`src/rtl/interrupt_controller.sv`:
```
// rtl/interrupt_controller.sv - edge-latching, maskable, fixed-priority interrupt controller
// Raw requests are synchronised, rising edges latched as pending, and one source at a time is presented and tracked to EOI.
module interrupt_controller #(
  parameter int N_IRQ       = 8,
  parameter int VEC_W       = 3,
  parameter int SYNC_STAGES = 2
) (
  input  logic             clk,
  input  logic             reset,
  input  logic [N_IRQ-1:0] irq_in,
  input  logic             mask_we,
  input  logic [N_IRQ-1:0] mask_wdata,
  input  logic             irq_ack,
  input  logic             eoi,
  input  logic             overrun_clr,
  output logic             irq,
  output logic [VEC_W-1:0] irq_vector,
  output logic [N_IRQ-1:0] pending,
  output logic [N_IRQ-1:0] in_service,
  output logic [N_IRQ-1:0] overrun
);

  typedef enum logic [1:0] {S_IDLE, S_REQ, S_SERVICE} state_t;

  logic [N_IRQ-1:0] sync_q [SYNC_STAGES];
  logic [N_IRQ-1:0] prev_q;
  logic [N_IRQ-1:0] pending_q, pending_d;
  logic [N_IRQ-1:0] overrun_q, overrun_d;
  logic [N_IRQ-1:0] mask_q;
  logic [N_IRQ-1:0] in_service_q;
  logic             irq_q;
  logic [VEC_W-1:0] vec_q;
  state_t           state_q;

  logic [N_IRQ-1:0] rise;
  logic [N_IRQ-1:0] elig;
  logic [N_IRQ-1:0] vec_onehot;
  logic [N_IRQ-1:0] ack_clr;
  logic [VEC_W-1:0] sel;
  logic             ack_fire;

  assign rise       = sync_q[SYNC_STAGES-1] & ~prev_q;
  assign elig       = pending_q & ~mask_q;
  assign vec_onehot = N_IRQ'(1) << vec_q;
  assign ack_fire   = (state_q == S_REQ) && irq_ack;
  assign ack_clr    = ack_fire ? vec_onehot : '0;

  // Lowest index wins: scan downwards so the last hit is the lowest set bit.
  always_comb begin
    sel = '0;
    for (int i = N_IRQ - 1; i >= 0; i--) begin
      if (elig[i]) sel = VEC_W'(i);
    end
  end

  // An edge consumed by a same-cycle ack re-arms pending without counting as overrun.
  always_comb begin
    pending_d = (pending_q & ~ack_clr) | rise;
    overrun_d = (overrun_clr ? '0 : overrun_q) | (rise & pending_q & ~ack_clr);
  end

  always_ff @(posedge clk or negedge reset) begin
    if (!reset) begin
      for (int s = 0; s < SYNC_STAGES; s++) sync_q[s] <= '0;
      prev_q    <= '0;
      pending_q <= '0;
      overrun_q <= '0;
      mask_q    <= '1;
    end else begin
      sync_q[0] <= irq_in;
      for (int s = 1; s < SYNC_STAGES; s++) sync_q[s] <= sync_q[s-1];
      prev_q    <= sync_q[SYNC_STAGES-1];
      pending_q <= pending_d;
      overrun_q <= overrun_d;
      if (mask_we) mask_q <= mask_wdata;
    end
  end

  always_ff @(posedge clk or negedge reset) begin
    if (!reset) begin
      state_q      <= S_IDLE;
      irq_q        <= 1'b0;
      vec_q        <= '0;
      in_service_q <= '0;
    end else begin
      case (state_q)
        S_IDLE: begin
          if (elig != '0) begin
            state_q <= S_REQ;
            irq_q   <= 1'b1;
            vec_q   <= sel;
          end
        end
        S_REQ: begin
          if (irq_ack) begin
            state_q      <= S_SERVICE;
            irq_q        <= 1'b0;
            in_service_q <= vec_onehot;
          end else if (mask_q[vec_q]) begin
            state_q <= S_IDLE;
            irq_q   <= 1'b0;
          end
        end
        S_SERVICE: begin
          if (eoi) begin
            state_q      <= S_IDLE;
            in_service_q <= '0;
          end
        end
        default: begin
          state_q <= S_IDLE;
          irq_q   <= 1'b0;
        end
      endcase
    end
  end

  assign irq        = irq_q;
  assign irq_vector = vec_q;
  assign pending    = pending_q;
  assign in_service = in_service_q;
  assign overrun    = overrun_q;

endmodule

```
`config.mk`:
```
export PLATFORM = sky130hd
export DESIGN_NAME = interrupt_controller
export DESIGN_NICKNAME = d
export VERILOG_FILES = /design/src/rtl/interrupt_controller.sv
export SDC_FILE = /design/constraint.sdc
export NUM_CORES = 1
export LEC_CHECK = 0
export CELL_PAD_IN_SITES_DETAIL_PLACEMENT = 2
export CELL_PAD_IN_SITES_GLOBAL_PLACEMENT = 2
export CORE_UTILIZATION = 35
export CTS_BUF_LIST = sky130_fd_sc_hd__clkbuf_2 sky130_fd_sc_hd__clkbuf_4 sky130_fd_sc_hd__clkbuf_8
export DETAILED_ROUTE_END_ITERATION = 7
export PLACE_DENSITY = 0.92
export SYNTH_ARGS = -nofsm -noshare
export SYNTH_HDL_FRONTEND = slang
export SYNTH_SLANG_ARGS = --single-unit
```
`constraint.sdc`:
```
create_clock -name clk -period 2.4 [get_ports clk]
set_clock_uncertainty 0.05 [all_clocks]
set_input_delay 0.48 -clock clk [delete_from_list [all_inputs] [get_ports clk]]
set_output_delay 0.48 -clock clk [all_outputs]
set_load 0.05 [all_outputs]
```
---- Word-level counts from Yosys, hierarchy flattened ----
Cells that the tools add are included.
W data, S select, Z words.
storage, ports and cells
  register bits after elaboration ......... 62
  bits of input ports ..................... 22
  output and inout bits ................... 28
  logic and storage cells ................. 61
operators by class
  order comparisons ....................... 1
  equality and inequality tests ........... 6
  shift operators ......................... 1
  mux-type cells .......................... 24
  bitwise logic cells ..................... 11
  reduce and logical (&&, ||, !) cells .... 8
operators with widths
  operator               count
  $and A8 B8 Y8          5
  $mux W8                4
  $mux W3                8
  $not A8 Y8             3
  $or A8 B8 Y8           2
  $pmux W8 S2            1
  $reduce_and A3 Y1      3
  $mux W2                4
  $reduce_bool A8 Y1     1
  $shl A1 B3 Y8 const A  1
  $ne A2 B2 Y1 const B   3
  $pmux W2 S3            1
  $lt A3 B4 Y1 const B   1
  $mux W1                4
  $bmux W1 S3            1
  $ne A3 B2 Y1 const B   1
  $pmux W1 S3            1
  $eq A2 B1 Y1 const B   1
  $eq A2 B2 Y1 const B   1
  $logic_not A2 Y1       1
  $reduce_and A2 Y1      1
  $reduce_bool A2 Y1     1
  $logic_and A1 B1 Y1    1
  $not A1 Y1             1

---- Longest topological paths before layout ----
  word-level depth ........................ 10
  mapped depth ............................ 5
  gate-level depth less buffers ........... 4

---- Least setup slack after synthesis ----
OpenSTA, ideal clock, no wires.
  path kind ............................... register to register
  start ................................... reg vec_q[1] (netlist: irq_vector[1])
  end ..................................... reg irq_q (netlist: irq)
  setup time .............................. 0.131 ns
  data arrival time ....................... 1.573 ns
  required time ........................... 2.219 ns
  path slack .............................. 0.647 ns
  cell stages (with the launch flop) ...... 6
  path buffers ............................ 1
  period minus slack after synthesis ...... 1.753 ns
  cells stage by stage .................... dfrtp_1 > buf_6 > mux2i_1 > mux4_2 > a21oi_2 > o21ai_1
between the ends
  word-level cells in the longest chain between the ends .. 4
ends and longest elaborated chain
  item                           RTL line  RTL
  start, declared                32        logic [VEC_W-1:0] vec_q;
  start signal, assigned         91        vec_q <= sel;
  $bmux W1 S3                    99        end else if (mask_q[vec_q]) begin
  $mux W1 (implied by the code)  99
  $ne A3 B2 Y1 (no line)         -
  $reduce_and A3 Y1 (no line)    -
  end signal, assigned           97        irq_q <= 1'b0;
  end signal, assigned           101       irq_q <= 1'b0;
  end signal, assigned           112       irq_q <= 1'b0;
  end, declared                  31        logic irq_q;
Every way passes these cells. The select of a mux whose other input is x is not followed.
A chain may end at the register's enable or synchronous reset.

---- Worst setup path after layout ----
  start ................................... reg vec_q[0] (netlist: irq_vector[0])
  end ..................................... out irq_vector[0]
RTL lines
  item           RTL line  RTL
  end, declared  17        output logic [VEC_W-1:0] irq_vector,
No word-level cell between the ends.

==> impl_metrics.json <==
{
  "drc": 0,
  "routed_via_density": 5.193,
  "regArea_um2": 1562,
  "clockBufferDepth": 2,
  "max_freq_mhz": 431.2,
  "clock_latency_ps": 350,
  "grt.total_usage_pct": 22.96,
  "finalHoldViolations": 0,
  "rows": 29,
  "reg2reg_depth": 4,
  "num_antenna_cells": 0,
  "cts.sinks": 62,
  "slowest_delay_ps": 880,
  "drtIter0Drc": 81,
  "num_io_pins": 50,
  "cts_resized": 0,
  "synth_nets": 206,
  "start_util_pct": 36.09,
  "cts_tree": "done",
  "yosysWarningCount": 0,
  "wl_per_cell_um": 20.74,
  "die_width_um": 82.69,
  "rsz0062_at_grt": "false",
  "relSlewSlack_pct": 46.55,
  "io_buffers": 49,
  "core_um2": 6314,
  "wirelength_mm": 6.760,
  "critPathTopFamily": "buffers and inverters",
  "synth_cells": 184,
  "power_density_nw_per_um2": 1304,
  "p_leak_nw": 1.368,
  "ys_seq_elements": 62,
  "finalSetupViolCount": 0,
  "drv_slew": 0,
  "gp_routability_congestion": 0.7814,
  "clkTransAtPathRegs_ps": 70,
  "arrival_ps": 1790,
  "cts_hold_buf": 0,
  "syn_to_final_growth_pct": 35.48,
  "cts_buffers": 9,
  "n_fill_cell": 636,
  "seq_area_frac_synth_pct": 68.53,
  "met2_usage_pct": 39.43,
  "overflow": 0,
  "worstPathCellList": "clkdlybuf4s50_1",
  "grt_max_degree": 24,
  "fin_nets": 266,
  "tns_ps": 0,
  "synth_area_um2": 2278,
  "layout_min_cycle_time_ps": 2319,
  "critPathBufInv": 1,
  "maxCapViolCount": 0,
  "instances_no_fill": 326,
  "root_buffer": "clkbuf_8",
  "antenna_found_initial": 0,
  "hold_class": "in -> async",
  "dr.pass1.iters": 4,
  "path_max_fanout": 9,
  "worstMarginPinSlew_ps": 798.0,
  "place_inst": 310,
  "ant_nets": 0,
  "postSynthAreaPerCell_um2": 12.38,
  "p_total_mw": 4.027,
  "cp-startpoint": "irq_vector[0]",
  "cts_setup_buffers": 0,
  "peakVddDrop_mv": 0.5661,
  "status": "finished clean",
  "end_kind": "primary output",
  "path_class": "reg -> out",
  "multiInputGateArea_um2": 641.9,
  "worst-path-stages": 1,
  "required_ps": 1870,
  "crit_slowest_cell": "clkdlybuf4s50_1",
  "utilization_pct": 48.89,
  "busiest_layer": "met2",
  "dieArea_um2": 6837,
  "synth_cell_types": 32,
  "fp.dieH_um": 82.69,
  "fin_crit_sh_pct": 96.63,
  "grt_pass1_vias": 1983,
  "dpl.hpwl_mm": 4.625,
  "cts-htree-levels": 3,
  "critPathLaunchType": "flop",
  "grt_pass1_wl_mm": 10.71,
  "r2r_start": "mask_q[2]",
  "use_met3_pct": 5.385,
  "use_met1_pct": 25.21,
  "route.vias.total": 1693,
  "layout-drive-gt1-share_pct": 15.26
}
## registers in the layout (all words and copies together), names as in the netlist
register,flops
in_service,8
sync_q,16
overrun,8
mask_q,8
pending,8
irq,1
state_q,2
prev_q,8
irq_vector,3
## metrics by stage
stage	instance area (µm²)	hold slack, ps	setup WS [ps]
floorplan	2278	134.4	646.8
global placement	2864	283.0	412.5
detailed placement	2864	286.5	302.2
CTS	3087	47.68	65.26
global route	3087	69.41	41.71
finish	3087	46.59	80.77
## power breakdown
part           internal (mW)  switching, mW  total (mW)
sequential              1.26          0.203        1.46
combinational          0.519           1.01        1.53
clock                  0.633          0.406        1.04
## Yosys cell counts
library cell | n | area share (%)
dfrtp_1 | 54 | 59
nand2_1 | 30 | 4.9
nand2b_1 | 16 | 4.4
inv_1 | 15 | 2.5
o21ai_0 | 10 | 2.2
o22ai_1 | 9 | 2.5
dfstp_2 | 8 | 9.2
mux2_2 | 6 | 3.0
a21oi_1 | 4 | 0.88
mux2i_1 | 4 | 1.8
nor2_1 | 3 | 0.49
a31oi_1 | 2 | 0.55
nand3_1 | 2 | 0.44
nor2b_1 | 2 | 0.55
o21ai_1 | 2 | 0.44
a21oi_2 | 1 | 0.38
a311o_1 | 1 | 0.44
a31o_2 | 1 | 0.38
a32o_1 | 1 | 0.44
a32oi_1 | 1 | 0.38
and3b_1 | 1 | 0.38
and4bb_2 | 1 | 0.55
buf_1 | 1 | 0.16
buf_6 | 1 | 0.49
clkbuf_1 | 1 | 0.16
mux4_2 | 1 | 0.99
nand3b_1 | 1 | 0.33
nand4_1 | 1 | 0.27
nand4bb_1 | 1 | 0.49
o2111ai_1 | 1 | 0.38
o31ai_1 | 1 | 0.33
or2b_1 | 1 | 0.33
## cell type report
| cell class | instances | share of cell area, % |
|---|---|---|
| clock inverter | 4 | 2.270 |
| sequential | 62 | 50.59 |
| timing repair buffer | 52 | 16.46 |
| tap | 77 | 3.121 |
| inverter | 15 | 1.824 |
| clock buffer | 12 | 4.945 |
| multi-input combinational | 104 | 20.79 |
## per-layer routing
metal	part of all wire (%)	up-vias
met1	39	871
li1	-	741
met2	53	59
met4	3.6	0
met5	0	-
met3	4.5	22
## layout by cell type, fill, tap and decap left out, types with 4 or more instances in the layout
cell type	count
dfrtp_1	54
clkdlybuf4s50_1	48
nand2_1	30
nand2b_1	16
inv_1	15
o21ai_0	10
clkbuf_8	10
o22ai_1	9
dfstp_2	8
mux2_2	6
a21oi_1	4
mux2i_1	4
## worst paths after layout
| check | endpoint | slack [ps] |
|---|---|---|
| max | irq_vector[0] | 80 |
| min | pending[0] | 50 |
| max reg2reg | irq_vector[0] | 580 |
| min reg2reg | sync_q[2] | 300 |
| max in group asynchronous | in_service[2] | 1550 |
| min in group clk | sync_q[2] | 300 |
## logic make-up (layout without fill, tap and decap cells)
| logic type | count (synthesis) | count (layout) | synth area share (%) |
|---|---|---|---|
| DFF | 62 | 62 | 68.53 |
| buffers and inverters | 18 | 83 | 3.294 |
| muxes | 11 | 11 | 5.711 |
| AOI/OAI and AO/OA | 34 | 34 | 9.281 |
| and+or+nand+nor | 59 | 59 | 13.18 |
Note: power is estimated with default switching activity, not from simulation.
